### src/rtl/io_bus_sequencer.sv
// IO bus sequencer: turns a held decoder IO load/store request into a
// SETUP/ACCESS/DONE peripheral handshake, stalling the CPU until it retires.
module io_bus_sequencer #(
  parameter int ADDR_W  = 10,
  parameter int DATA_W  = 16,
  parameter int TIMEOUT = 15
) (
  input  logic              clock,
  input  logic              reset,
  input  logic              io_read,
  input  logic              io_write,
  input  logic [ADDR_W-1:0] addr,
  input  logic [DATA_W-1:0] wdata,
  output logic              cpu_stall,
  output logic [DATA_W-1:0] rdata,
  output logic              io_err,
  output logic [ADDR_W-1:0] dev_addr,
  output logic [DATA_W-1:0] dev_wdata,
  output logic              dev_rd,
  output logic              dev_wr,
  input  logic              dev_ack,
  input  logic [DATA_W-1:0] dev_rdata
);

  typedef enum logic [1:0] {IDLE, SETUP, ACCESS, DONE} state_t;

  localparam logic [7:0] TIMEOUT_C = 8'(TIMEOUT);

  state_t            state_q, state_d;
  logic [7:0]        cnt_q, cnt_d;
  logic              op_rd_q, op_rd_d;
  logic [ADDR_W-1:0] addr_q, addr_d;
  logic [DATA_W-1:0] wdata_q, wdata_d;
  logic [DATA_W-1:0] rdata_q, rdata_d;
  logic              err_q, err_d;
  logic              req;
  logic              hit_timeout;

  assign req         = io_read | io_write;
  assign hit_timeout = (cnt_q == TIMEOUT_C);

  always_ff @(posedge clock) begin
    if (reset) begin
      state_q <= IDLE;
    end else begin
      state_q <= state_d;
    end
  end

  always_comb begin
    state_d = state_q;
    case (state_q)
      IDLE:    if (req) state_d = SETUP;
      SETUP:   state_d = ACCESS;
      ACCESS:  if (dev_ack || hit_timeout) state_d = DONE;
      DONE:    state_d = IDLE;
      default: state_d = IDLE;
    endcase
  end

  // Ack is checked before the timeout so an ack on the last allowed cycle succeeds.
  always_comb begin
    cnt_d   = cnt_q;
    op_rd_d = op_rd_q;
    addr_d  = addr_q;
    wdata_d = wdata_q;
    rdata_d = rdata_q;
    err_d   = 1'b0;
    case (state_q)
      IDLE: begin
        cnt_d = 8'd0;
        if (req) begin
          addr_d  = addr;
          wdata_d = wdata;
          op_rd_d = io_read;
        end
      end
      SETUP:  cnt_d = 8'd1;
      ACCESS: begin
        cnt_d = cnt_q + 8'd1;
        if (dev_ack) begin
          if (op_rd_q) rdata_d = dev_rdata;
        end else if (hit_timeout) begin
          err_d = 1'b1;
          if (op_rd_q) rdata_d = '0;
        end
      end
      default: ;
    endcase
  end

  always_ff @(posedge clock) begin
    if (reset) begin
      cnt_q   <= 8'd0;
      op_rd_q <= 1'b0;
      addr_q  <= '0;
      wdata_q <= '0;
      rdata_q <= '0;
      err_q   <= 1'b0;
    end else begin
      cnt_q   <= cnt_d;
      op_rd_q <= op_rd_d;
      addr_q  <= addr_d;
      wdata_q <= wdata_d;
      rdata_q <= rdata_d;
      err_q   <= err_d;
    end
  end

  always_comb begin
    dev_rd    = 1'b0;
    dev_wr    = 1'b0;
    cpu_stall = 1'b0;
    if (state_q == ACCESS) begin
      dev_rd = op_rd_q;
      dev_wr = ~op_rd_q;
    end
    if (!reset && req && state_q != DONE) cpu_stall = 1'b1;
  end

  assign dev_addr  = addr_q;
  assign dev_wdata = wdata_q;
  assign rdata     = rdata_q;
  assign io_err    = err_q;

endmodule

### config.mk
export PLATFORM = sky130hd
export DESIGN_NAME = io_bus_sequencer
export DESIGN_NICKNAME = d
export VERILOG_FILES = /design/src/rtl/io_bus_sequencer.sv
export SDC_FILE = /design/constraint.sdc
export NUM_CORES = 1
export LEC_CHECK = 0
export CAP_MARGIN = 20
export CORE_UTILIZATION = 39
export CTS_CLUSTER_SIZE = 30
export DETAILED_ROUTE_END_ITERATION = 8
export HOLD_SLACK_MARGIN = 0.15
export PLACE_DENSITY = 0.73
export SETUP_SLACK_MARGIN = 0.02
export SLEW_MARGIN = 20
export SYNTH_ARGS = -nofsm -noshare
export SYNTH_HDL_FRONTEND = slang
export SYNTH_SLANG_ARGS = --single-unit
### constraint.sdc
create_clock -name clock -period 1.65 [get_ports clock]
set_input_delay 0.165 -clock clock [delete_from_list [all_inputs] [get_ports clock]]
set_output_delay 0.165 -clock clock [all_outputs]
set_load 0.05 [all_outputs]
-- Yosys cells after proc, flatten, opt, wreduce, memory -nomap -nowiden
Index checks and enable logic that the tools add are counted.
- register bits: 54
- latch bits: 0
- memory bits (writable): 0
- bits in read-only memories: 0
- input bits: 47
- output and inout bits: 46
- word-level logic and storage cells: 41
- memories: 0
- $add $sub $neg: 1
- $mul: 0
- divide/modulo/power cells: 0
- magnitude comparators: 0
- eq/ne operators: 7
- shifts and indexed selects: 0
- mux-type cells: 12
- bitwise logic cells: 3
- reduce and logical (&&, ||, !) cells: 11
- operators with widths (kind ; count):
    $mux 16 ; 4
    $pmux 8 s3 ; 1
    $add 8x1->8 const B ; 1
    $eq 8x4->1 const B ; 1
    $pmux 2 s4 ; 1
    $ne 2x2->1 const B ; 3
    $eq 2x2->1 const B ; 2
    $mux 1 ; 4
    $mux 2 ; 2
    $reduce_and 2->1 ; 2
    $reduce_and 3->1 ; 1
    $reduce_bool 3->1 ; 1
    $reduce_or 3->1 ; 1
    $eq 2x1->1 const B ; 1
    $logic_and 1x1->1 ; 2
    $logic_not 2->1 ; 1
    $not 1->1 ; 2
    $reduce_bool 2->1 ; 1
    $logic_not 1->1 ; 1
    $logic_or 1x1->1 ; 1
    $or 1x1->1 ; 1

-- Longest topological paths before layout
Gate-level depths: netlist of run 1.
- word-level depth: 4
- mapped depth: 7
- gate-level depth less buffers: 5

-- Worst setup path before layout of run 1
Ideal clock, no wire load.
- path kind: register to output
- from: register state_q[0]
- to: output cpu_stall
- arrival time: 1825 ps
- required time: 1485 ps
- path slack: -340 ps
- cell stages (with the launch flop): 4
- path buffers: 1
- cell sequence: dfxtp_1 ha_1 clkbuf_1 nor3_1
- word-level cells in the longest chain between the ends: 3
- RTL lines (item ; RTL line ; RTL):
    start, declared ; 29 ; state_t state_q, state_d;
    start signal, assigned ; 46 ; state_q <= state_d;
    $ne 2x2->1 ; 118 ; if (!reset && req && state_q != DONE) cpu_stall = 1'b1;
    $logic_and 1x1->1 ; 118 ;
    $mux 1 ; 118 ;
    end, declared ; 14 ; output logic cpu_stall,
No other way between the ends.

-- Worst setup path after layout of run 1
- from: register err_q, in the netlist io_err
- to: output io_err
- RTL lines (item ; RTL line ; RTL):
    start, declared ; 35 ; logic err_q, err_d;
    start signal, assigned ; 106 ; err_q <= err_d;
    end, declared ; 16 ; output logic io_err,
No word-level cell between the ends.

==> results of run 1 <==
==> flip-flops by register name, indices dropped and copies added, names as in the netlist <==
register / count
dev_addr: 10
rdata: 16
state_q: 2
cnt_q: 8
op_rd_q: 1
io_err: 1
dev_wdata: 16
==> final cells by class <==
type | count | share of cell area [%]
clock inverter | 3 | 1.25
inverter | 20 | 2.15
sequential | 54 | 31.0
timing repair buffer | 108 | 30.0
tap | 72 | 2.58
multi-input combinational | 174 | 31.0
clock buffer | 5 | 1.97
==> repair_timing <==
item / CTS / global route
setup endpoints to repair: 15 / 11
setup buffers: 0 / 2
hold endpoints to repair: 0 / 0
gates cloned: 0 / 0
pin swaps: 0 / 1
gates resized for setup: 16 / 11
==> per-layer routing <==
| metal | routed length [um] | share of wire [%] |
|---|---|---|
| met4 | 103 | 1.7 |
| met1 | 2690 | 45 |
| met5 | 0 | 0 |
| met2 | 2910 | 48 |
| met3 | 313 | 5.2 |
==> cells in the final DEF (no fill, tap or decap), drive strengths merged, types with 2 or more instances in the layout <==
cell type      Yosys  routed
dlymetal6s2s       0       7
nor2               5       5
dlygate4sd2        0      13
nor2b              5       5
o41ai             16      16
buf               13      42
nand4              2       2
nand4bb            2       2
nand3              2       2
o21ai              5       5
clkinv             1       2
a21oi             32      32
ha                 5       5
or3                3       3
dfxtp             54      54
inv               19      20
a32oi             16      16
clkbuf             7       5
nand2             62      62
clkdlybuf4s50      0      46
or4                3       3
nand4b             2       2
==> per-stage QoR <==
stage / std cells / worst slack (ps) / cell area [um^2] / utilization [%]
2_1_floorplan: 268 / 45.1 / 2340 / -
3_3_place_gp: 426 / 130 / 3340 / 59.3
3_5_place_dp: 426 / 77.7 / 3340 / 59.3
4_1_cts: 434 / 17.4 / 3450 / 61.2
5_1_grt: 436 / 1.14 / 3500 / 62.0
6_report: 436 / 46.0 / 3500 / 62.0
==> worst max path at each step <==
stage / start / to / slack [ps]
after floorplan: state_q[0]$_SDFFE_PP0P_ / dev_wr / 50
final: io_err$_SDFF_PP0_ / io_err / 50
after global placement: io_write / state_q[1]$_SDFFE_PP0P_ / 130
after detailed placement: state_q[0]$_SDFFE_PP0P_ / rdata[2]$_SDFFE_PP0P_ / 80
after global routing: state_q[1]$_SDFFE_PP0P_ / cnt_q[6]$_SDFFE_PP0P_ / 1
after CTS: state_q[0]$_SDFFE_PP0P_ / dev_rd / 20
==> power groups by stage <==
stage / sequential [mW] / clock [mW] / combinational, mW
CTS: 1.66 / 0.921 / 2.27
global route: 1.69 / 0.976 / 2.44
detailed placement: 1.69 / 0 / 2.30
global placement: 1.68 / 0 / 2.28
floorplan: 2.28 / 0 / 0.856
finish: 1.66 / 0.895 / 2.26
==> kinds of logic after synthesis <==
group	share of synthesized area, %
DFF	46.3
and+or+nand+nor	20.0
buffers and inverters	7.77
xor gates and xnor gates	0.750
adders and majority gates	2.68
AOI/OAI and AO/OA	22.5
==> results.ini, run 1 <==
[outcome]
status = finished clean

[global_route]
grt_max_degree = 27
antenna_found_initial = 0
met3_usage_pct = 3.31
met1_usage_pct = 24.8
grt_use_met2_pct = 31.2
gr-usage-all-layers_pct = 19.1
grt_pass1_vias = 2087
grt_pass1_wl_mm = 9.60
gr-total-overflow = 0
grt-busiest-layer = met2

[setup_path]
crit_path_end_kind = primary output
r2r_end = cnt_q[6]$_SDFFE_PP0P_
start_kind = flop
r2r_cells = 5
path_max_fanout = 1
cp.depth = 1
worst-path-buf-inv = 1
critPathKind = reg2out
cp_slowest_cell = clkdlybuf4s50_1
cp_cell_sequence = clkdlybuf4s50_1
rrSetupSlack_ps = 120
cpPeakStageDelay_ps = 810
worstPathRequired_ps = 1480
worstPathArrival_ps = 1440
critical_path.top_delay_family = buffers and inverters
rr_startpoint = state_q[1]$_SDFFE_PP0P_

[drt]
wl_per_cell_um = 13.8
dr_total_vias = 2285
ant_nets = 0
dr.first_iter.drc_count = 86
wl_mm = 6.01
firstDrtPassIters = 4
drc = 0
via_per_inst = 5.24

[synth]
synth_seq_cells = 54
syn-num-nets = 320
synthTopCellsByArea = dfxtp_1 (46%), nand2_1 (10%), a21oi_1 (6.6%)
synth-async-reset-ratio_pct = 0
synth_area_leader_cell = dfxtp_1
syn_area_per_cell_um2 = 8.71
netlist_instances = 268
synth_warnings = 0
synth_area_um2 = 2330
ys.flop_type = dfxtp_1
ys_seq_area_share_pct = 46.3
synth_edf_count = 0
ys_types = 43
synth_top_cell_area_share_pct = 46.3
synth_top_cells_by_count = nand2_1 (62), dfxtp_1 (54), a21oi_1 (31), inv_1 (19)
yosysMostFrequentCell = nand2_1

[final_layout]
num-nets-final = 415
fill_cells = 490
diodes = 0
drive_gt1_share_pct = 17.0
area_growth_pct = 49.7
ff_latch_area_um2 = 1080
multiInputGateArea_um2 = 1080

[die]
die-area_um2 = 6300
die_y_um = 79.4
start_util_pct = 41.4
pin_count = 93
rows = 27
core_um2 = 5640
die-width_um = 79.4

[timing]
setup_viol = 0
hold_viol = 0
fmax_mhz = 623
skew_ps = 4.10
final_max_slew_viol_count = 0
worstMarginPinSlew_ps = 512
fin_crit_sh_pct = 97.2
tns_ps = 0
min_period_ps = 1600
rsz0062_at_grt = true
relSlewSlack_pct = 65.8
whs_ps = 245

[pwr]
power.share.clock_pct = 18.6
leakage_nw = 1.50
power_mw = 4.82
comb_power_share_pct = 46.9
switching_share_pct = 41.3
pwr-share-seq_pct = 34.6
intPower_mw = 2.83
switching_power_mw = 1.99
power_density_nw_per_um2 = 1380
ir_drop_mv = 1.18

[placed_design]
gp_congestion = 0.862
io_buffers = 92
dp_hpwl_mm = 4.25

[min_path]
whs_endpoint = io_err$_SDFF_PP0_
min_path_type = in2reg
hp-start = reset
hold_depth = 2

[clock_network]
clock_latency_ps = 310
clockRootBuffer = clkbuf_8
clock_path_buffers = 2
cts_tree = yes
cts_buffers = 5
cts_hold_buf = 0
clock_sinks = 54
clk_pin_slew_worst_paths_ps = 100
htree_levels = 2

[flow_run]
cap_viol_max_count = 0

No activity file was read; power rests on OpenSTA's default activity.
==> run 2, diff against run 1 <==
--- a/config.mk
+++ b/config.mk
@@ -5,12 +5,15 @@
 export SDC_FILE = /design/constraint.sdc
 export NUM_CORES = 1
 export LEC_CHECK = 0
+export ABC_AREA = 1
 export CAP_MARGIN = 20
-export CORE_UTILIZATION = 39
+export CORE_MARGIN = 2
+export CORE_UTILIZATION = 37
 export CTS_CLUSTER_SIZE = 30
 export DETAILED_ROUTE_END_ITERATION = 8
+export GPL_TIMING_DRIVEN = 0
 export HOLD_SLACK_MARGIN = 0.15
-export PLACE_DENSITY = 0.73
+export PLACE_DENSITY = 0.72
 export SETUP_SLACK_MARGIN = 0.02
 export SLEW_MARGIN = 20
 export SYNTH_ARGS = -nofsm -noshare
==> run 2 against run 1 <==
Sequential power grew 4%. Via count shrank 9.0%. Largest cell class unchanged. Global-route usage shrank 2.8 points. Area after synthesis shrank 9.6%. Die area grew 0.34%. Clock skew grew 3.4 ps. Register-to-register slack gained 60 ps. Total power grew 4.1%. Clock power shrank 5.9%.
==> results.ini, run 2 <==
[timing]
fmax_mhz = 626  ; +0.48%
hold_viol = 0  ; unchanged
tns_ps = 0  ; unchanged
whs_ps = 424  ; +180 ps
setup_ws_ps = 53.7  ; +7.71 ps
min_period_ps = 1600  ; -7.71 ps
final_max_slew_viol_count = 0  ; unchanged
worstMarginPinSlew_ps = 532  ; +20.4 ps
setup_viol = 0  ; unchanged
fin_crit_sh_pct = 96.7  ; -0.47 points
skew_ps = 7.46  ; +3.36 ps
relSlewSlack_pct = 64.4  ; -1.4 points

[synth]
netlist_instances = 273  ; +1.9%
synth_top_cells_by_count = nor2_1 (64), dfxtp_1 (54), nand2_1 (50), o21ai_0 (29), a21oi_1 (25)
synth_edf_count = 0  ; unchanged
ys.flop_type = dfxtp_1
synth_top_cell_area_share_pct = 51.2  ; +4.9 points
syn-num-nets = 325  ; +1.6%
syn_area_per_cell_um2 = 7.73  ; -11%
synthXorXnorAreaFrac_pct = 0  ; -0.75 points
synthTopCellsByArea = dfxtp_1 (51%), nor2_1 (11%), nand2_1 (8.9%)
synth_area_leader_cell = dfxtp_1
ys_seq_area_share_pct = 51.2  ; +4.9 points
ys_types = 25  ; -42%
synth_seq_cells = 54  ; unchanged
synth_top_family_by_area = simple AND/OR/NAND/NOR gates
yosys-mux-area-fraction_pct = 0  ; unchanged
synth_warnings = 0  ; unchanged
synth_adder_area_share_pct = 2.97  ; +0.29 points
synth_area_um2 = 2110  ; -9.6%
synth-async-reset-ratio_pct = 0  ; unchanged
synth-simple-area-share_pct = 25.6  ; +5.6 points
yosysMostFrequentCell = nor2_1
synth-compound-area-share_pct = 14.5  ; -7.9 points

[drt]
wl_per_cell_um = 11.9  ; -13%
dr.first_iter.drc_count = 100  ; +16%
drc = 0  ; unchanged
via_per_inst = 4.68  ; -11%
firstDrtPassIters = 4  ; unchanged
wl_mm = 5.31  ; -12%
dr_total_vias = 2080  ; -9.0%
ant_nets = 0  ; unchanged

[pwr]
intPower_mw = 2.85  ; +0.64%
comb_power_share_pct = 48.7  ; +1.8 points
leakage_nw = 1.83  ; +22%
power_density_nw_per_um2 = 1510  ; +9.9%
ir_drop_mv = 0.658  ; -44%
power.share.clock_pct = 16.8  ; -1.8 points
pwr-share-seq_pct = 34.6  ; about the same
switching_share_pct = 43.2  ; +2.0 points
power_mw = 5.01  ; +4.1%
switching_power_mw = 2.17  ; +9.0%

[placed_design]
dp.cells = 437  ; +2.6%
io_buffers = 92  ; unchanged
place_area_um2 = 3130  ; -6.5%
dp_hpwl_mm = 3.98  ; -6.4%
gp_congestion = 0.828  ; -3.9%
preCtsSetupSlack_ps = -470  ; -547 ps

[setup_path]
critical_path.top_delay_family = buffers and inverters
cp_slowest_cell = clkdlybuf4s50_1
cp_cell_sequence = clkdlybuf4s50_1
worstPathArrival_ps = 1430  ; about the same
cp.depth = 1  ; unchanged
crit_path_end_kind = primary output
path_max_fanout = 2  ; +1
worstPathRequired_ps = 1480  ; about the same
critPathKind = reg2out
start_kind = flop
r2r_cells = 7  ; +2
worst-path-buf-inv = 1  ; unchanged
cpPeakStageDelay_ps = 800  ; about the same

[flow_run]
cap_viol_max_count = 0  ; unchanged

[clock_network]
clk_pin_slew_worst_paths_ps = 90  ; about the same
clock_sinks = 54  ; unchanged
clockRootBuffer = clkbuf_8
cts_buffers = 5  ; unchanged
cts_tree = yes
htree_levels = 2  ; unchanged
clock_path_buffers = 2  ; unchanged
clock_latency_ps = 300  ; about the same

[die]
rows = 27  ; unchanged
die-width_um = 79.5  ; +0.17%
die_y_um = 79.5  ; +0.17%
core_um2 = 5510  ; -2.4%
die-area_um2 = 6320  ; +0.34%
pin_count = 93  ; unchanged
start_util_pct = 38.3  ; -3.1 points

[final_layout]
instances_no_fill = 444  ; +1.8%
fill_cells = 505  ; +3.1%
diodes = 0  ; unchanged
area_growth_pct = 56.9
drive_gt1_share_pct = 8.06  ; -9.0 points
fin_util_pct = 60.1  ; -1.8 points
fin_area_um2 = 3310  ; -5.3%
layout_commonest_cell = nor2_1
final_cell_mix = nor2_1 (64), dfxtp_1 (53), nand2_1 (50)
num-nets-final = 423  ; +1.9%

[global_route]
grt_max_degree = 16  ; -41%
grt_pass1_vias = 1934  ; -7.3%
antenna_found_initial = 0  ; unchanged
gr-total-overflow = 0  ; unchanged
gr-usage-all-layers_pct = 16.3  ; -2.8 points
grt_pass1_wl_mm = 8.31  ; -13%

[outcome]
status = finished clean

[min_path]
min_path_type = in2reg
hold_depth = 3  ; +1

## run 2: changes by cell type after synthesis, sizes merged, moves of 6 or more
cell   delta
o21ai    +26
nor2     +61
o41ai    -16
nand2     -9
inv       -6
a21oi     -7
a32oi    -16
## run 2: worst min-delay path, delay by kind of cell
family          cells  cell delay (ps)
compound gates      1               60
buf+inv             1              390
simple gates        1               60
## run 2: repair_timing
| action | 4_1_cts | 5_1_grt |
|---|---|---|
| hold buffers | 0 | 0 |
| hold endpoints to repair | 0 | 0 |
| endpoints found under the setup margin | 8 | 40 |
| gates resized for setup | 22 | 42 |
| cloned | 0 | 0 |
| setup buffers | 0 | 0 |
## run 2: path summary, 6_finish.rpt
| path | slack [ps] | startpoint | to |
|---|---|---|---|
| worst min register to register | 460 | rdata[1]$_SDFFE_PP0P_ | rdata[1]$_SDFFE_PP0P_ |
| worst max register to register | 180 | state_q[0]$_SDFFE_PP0P_ | dev_addr[4]$_SDFFE_PP0P_ |
| worst max-delay path | 50 | dev_wdata[6]$_SDFFE_PP0P_ | dev_wdata[6] |
| worst min-delay path | 420 | dev_rdata[14] | rdata[14]$_SDFFE_PP0P_ |
## run 2: power groups by stage
| stage | registers [mW] | logic (mW) | clock network (mW) |
|---|---|---|---|
| 2_1_floorplan | 2.57 | 0.866 | 0 |
| 3_3_place_gp | 1.76 | 2.46 | 0 |
| 3_5_place_dp | 1.77 | 2.49 | 0 |
| 4_1_cts | 1.74 | 2.46 | 0.875 |
| 5_1_grt | 1.77 | 2.64 | 0.928 |
| 6_report | 1.73 | 2.44 | 0.842 |
## run 2: routing by layer
| metal | global-route usage [%] | wire length [um] |
|---|---|---|
| met1 | 19.5 | 2440 |
| met5 | 0 | 0 |
| met2 | 28.6 | 2440 |
| met3 | 5.09 | 382 |
| met4 | 3.79 | 41 |
## run 2: cell families after synthesis
kind of cell,after synthesis
AO/OA/AOI/OAI,58
adder cells (fa/ha/maj),5
buffers and inverters,25
flip-flops,54
AND/OR/NAND/NOR,131
## run 2: final cells by class
class                   count  area [um^2]  share of cell area (%)
well taps                  72         90.1                    2.72
flip-flops and latches     54         1080                    32.7
inverters                  13         48.8                    1.47
repair buffers             92          998                    30.2
plain buffers              11         67.6                    2.04
multi-input cells         194          917                    27.7
clock inverters             1         30.0                   0.907
clock buffers               7         76.3                    2.31
==> run 3, diff against run 2 <==
--- a/config.mk
+++ b/config.mk
@@ -11,7 +11,6 @@
 export CORE_UTILIZATION = 37
 export CTS_CLUSTER_SIZE = 30
 export DETAILED_ROUTE_END_ITERATION = 8
-export GPL_TIMING_DRIVEN = 0
 export HOLD_SLACK_MARGIN = 0.15
 export PLACE_DENSITY = 0.72
 export SETUP_SLACK_MARGIN = 0.02
==> run 3 against run 2 <==
Critical path type unchanged. Clock skew is 2.6 ps lower. Die area stayed put. Critical path depth stayed put.
==> results.ini, run 3 (synthesized netlist as in run 2, its figures left out) <==
[outcome]
status = finished clean

[drt]
dr.first_iter.drc_count = 101  ; +1.0%
dr_total_vias = 2078  ; -0.096%
ant_nets = 0  ; unchanged
drc = 0  ; unchanged
wl_met1_mm = 2.37  ; -2.9%
wl_mm = 5.31  ; +0.11%
wl_met3_um = 503  ; +32%
routed.top_layer = met4
via_per_inst = 4.73  ; +1.0%
wl_met2_mm = 2.42  ; -0.78%
firstDrtPassIters = 5  ; +1
wl_per_cell_um = 12.1  ; +1.3%

[clock_network]
clock_sinks = 54  ; unchanged
cts_buffers = 5  ; unchanged
clk_pin_slew_worst_paths_ps = 90  ; about the same
clockRootBuffer = clkbuf_8
postCtsSetupBuffers = 0  ; unchanged
cts_hold_buf = 0  ; unchanged
htree_levels = 2  ; unchanged
cts_tree = yes
clock_path_buffers = 2  ; unchanged
clock_latency_ps = 300  ; about the same

[setup_path]
start_kind = flop
r2r_end = dev_addr[8]$_SDFFE_PP0P_
critical_path.top_delay_family = buffers and inverters
rr_startpoint = state_q[0]$_SDFFE_PP0P_
cp_cell_sequence = clkdlybuf4s50_1
worstPathRequired_ps = 1480  ; about the same
cpPeakStageDelay_ps = 800  ; about the same
cp_slowest_cell = clkdlybuf4s50_1
crit_path_end_kind = primary output
worstPathArrival_ps = 1430  ; about the same
critPathKind = reg2out
worst-path-buf-inv = 1  ; unchanged
path_max_fanout = 2  ; unchanged
r2r_cells = 6  ; -1
rrSetupSlack_ps = 220  ; +40 ps

[min_path]
hold_depth = 3  ; unchanged
min_path_type = in2reg
hp-start = dev_rdata[4]
whs_endpoint = rdata[4]$_SDFFE_PP0P_

[pwr]
power_density_nw_per_um2 = 1510  ; -0.61%
leakage_nw = 1.59  ; -13%
ir_drop_mv = 0.666  ; +1.2%

[global_route]
gr-total-overflow = 0  ; unchanged
grt_max_degree = 27  ; +11
grt_pass1_wl_mm = 8.44  ; +1.6%
antenna_found_initial = 0  ; unchanged
gr-usage-all-layers_pct = 16.8  ; +0.47 points
grt_pass1_vias = 1802  ; -6.8%

[timing]
hold_viol = 0  ; unchanged
final_max_slew_viol_count = 0  ; unchanged
min_period_ps = 1590  ; -2.70 ps
setup_ws_ps = 56.4  ; +2.70 ps
fin_crit_sh_pct = 96.6  ; -0.16 points
fmax_mhz = 628  ; +0.17%
tns_ps = 0  ; unchanged
setup_viol = 0  ; unchanged
worstMarginPinSlew_ps = 527  ; -4.42 ps
rsz0062_at_grt = false
skew_ps = 4.89  ; -2.57 ps
relSlewSlack_pct = 64.8  ; +0.35 points

[final_layout]
layout_commonest_cell = nor2_1
diodes = 0  ; unchanged
num-nets-final = 419  ; -0.95%
area_growth_pct = 53.4
final_cell_mix = nor2_1 (63), dfxtp_1 (54), nand2_1 (50)
fin_area_um2 = 3240  ; -2.3%
drive_gt1_share_pct = 10.6  ; +2.6 points
fin_util_pct = 58.8  ; -1.4 points

[die]
core_um2 = 5510  ; unchanged
pin_count = 93  ; unchanged
start_util_pct = 38.3  ; unchanged
die-width_um = 79.5  ; unchanged
die_y_um = 79.5  ; unchanged
die-area_um2 = 6320  ; unchanged
rows = 27  ; unchanged

[placed_design]
place_area_um2 = 3110  ; -0.48%
gp_congestion = 0.843  ; +1.8%
preCtsSetupSlack_ps = 183  ; +653 ps
io_buffers = 92  ; unchanged
dp_hpwl_mm = 3.89  ; -2.1%

[flow_run]
cap_viol_max_count = 0  ; unchanged

## run 3: power by group
group	switching (mW)	internal, mW
Clock	0.392	0.292
Combinational	1.64	0.806
Sequential	0.150	1.59
Total	2.19	2.68
## run 3: worst max path at each step
stage | from | to | cells after the start
2_1_floorplan | state_q[0]$_SDFFE_PP0P_ | rdata[10]$_SDFFE_PP0P_ | 8
3_3_place_gp | io_read | cpu_stall | 4
3_5_place_dp | io_read | dev_addr[8]$_SDFFE_PP0P_ | 5
4_1_cts | rdata[14]$_SDFFE_PP0P_ | rdata[14] | 1
5_1_grt | dev_addr[8]$_SDFFE_PP0P_ | dev_addr[8] | 1
6_report | dev_addr[8]$_SDFFE_PP0P_ | dev_addr[8] | 1
## run 3: area by class of cell
cell class              instances  area [um^2]
clock inverters                 1         7.51
repair buffers                 99         1010
clock buffers                   6         72.6
multi-input cells             194          926
inverters                      13         48.8
flip-flops and latches         54         1080
well taps                      72         90.1
fillers                       517         2270
## run 3: through the flow
step           power [mW]  hold WS [ps]  instances
2_1_floorplan        3.44           241        273
3_3_place_gp         4.24           450        432
3_5_place_dp         4.27           454        432
4_1_cts              4.92           403        439
5_1_grt              5.19           407        439
6_report             4.87           420        439
## run 3: layer usage
| metal | global-route usage [%] | vias to the layer above |
|---|---|---|
| met3 | 5.54 | 2 |
| li1 | - | 1063 |
| met2 | 25.3 | 83 |
| met1 | 23.1 | 930 |
| met4 | 4.48 | 0 |
| met5 | 0 | - |
## run 3: repair_timing
item / 4_1_cts / 5_1_grt
pin swaps: 0 / 1
setup endpoints to repair: 12 / 25
gates resized for setup: 12 / 22
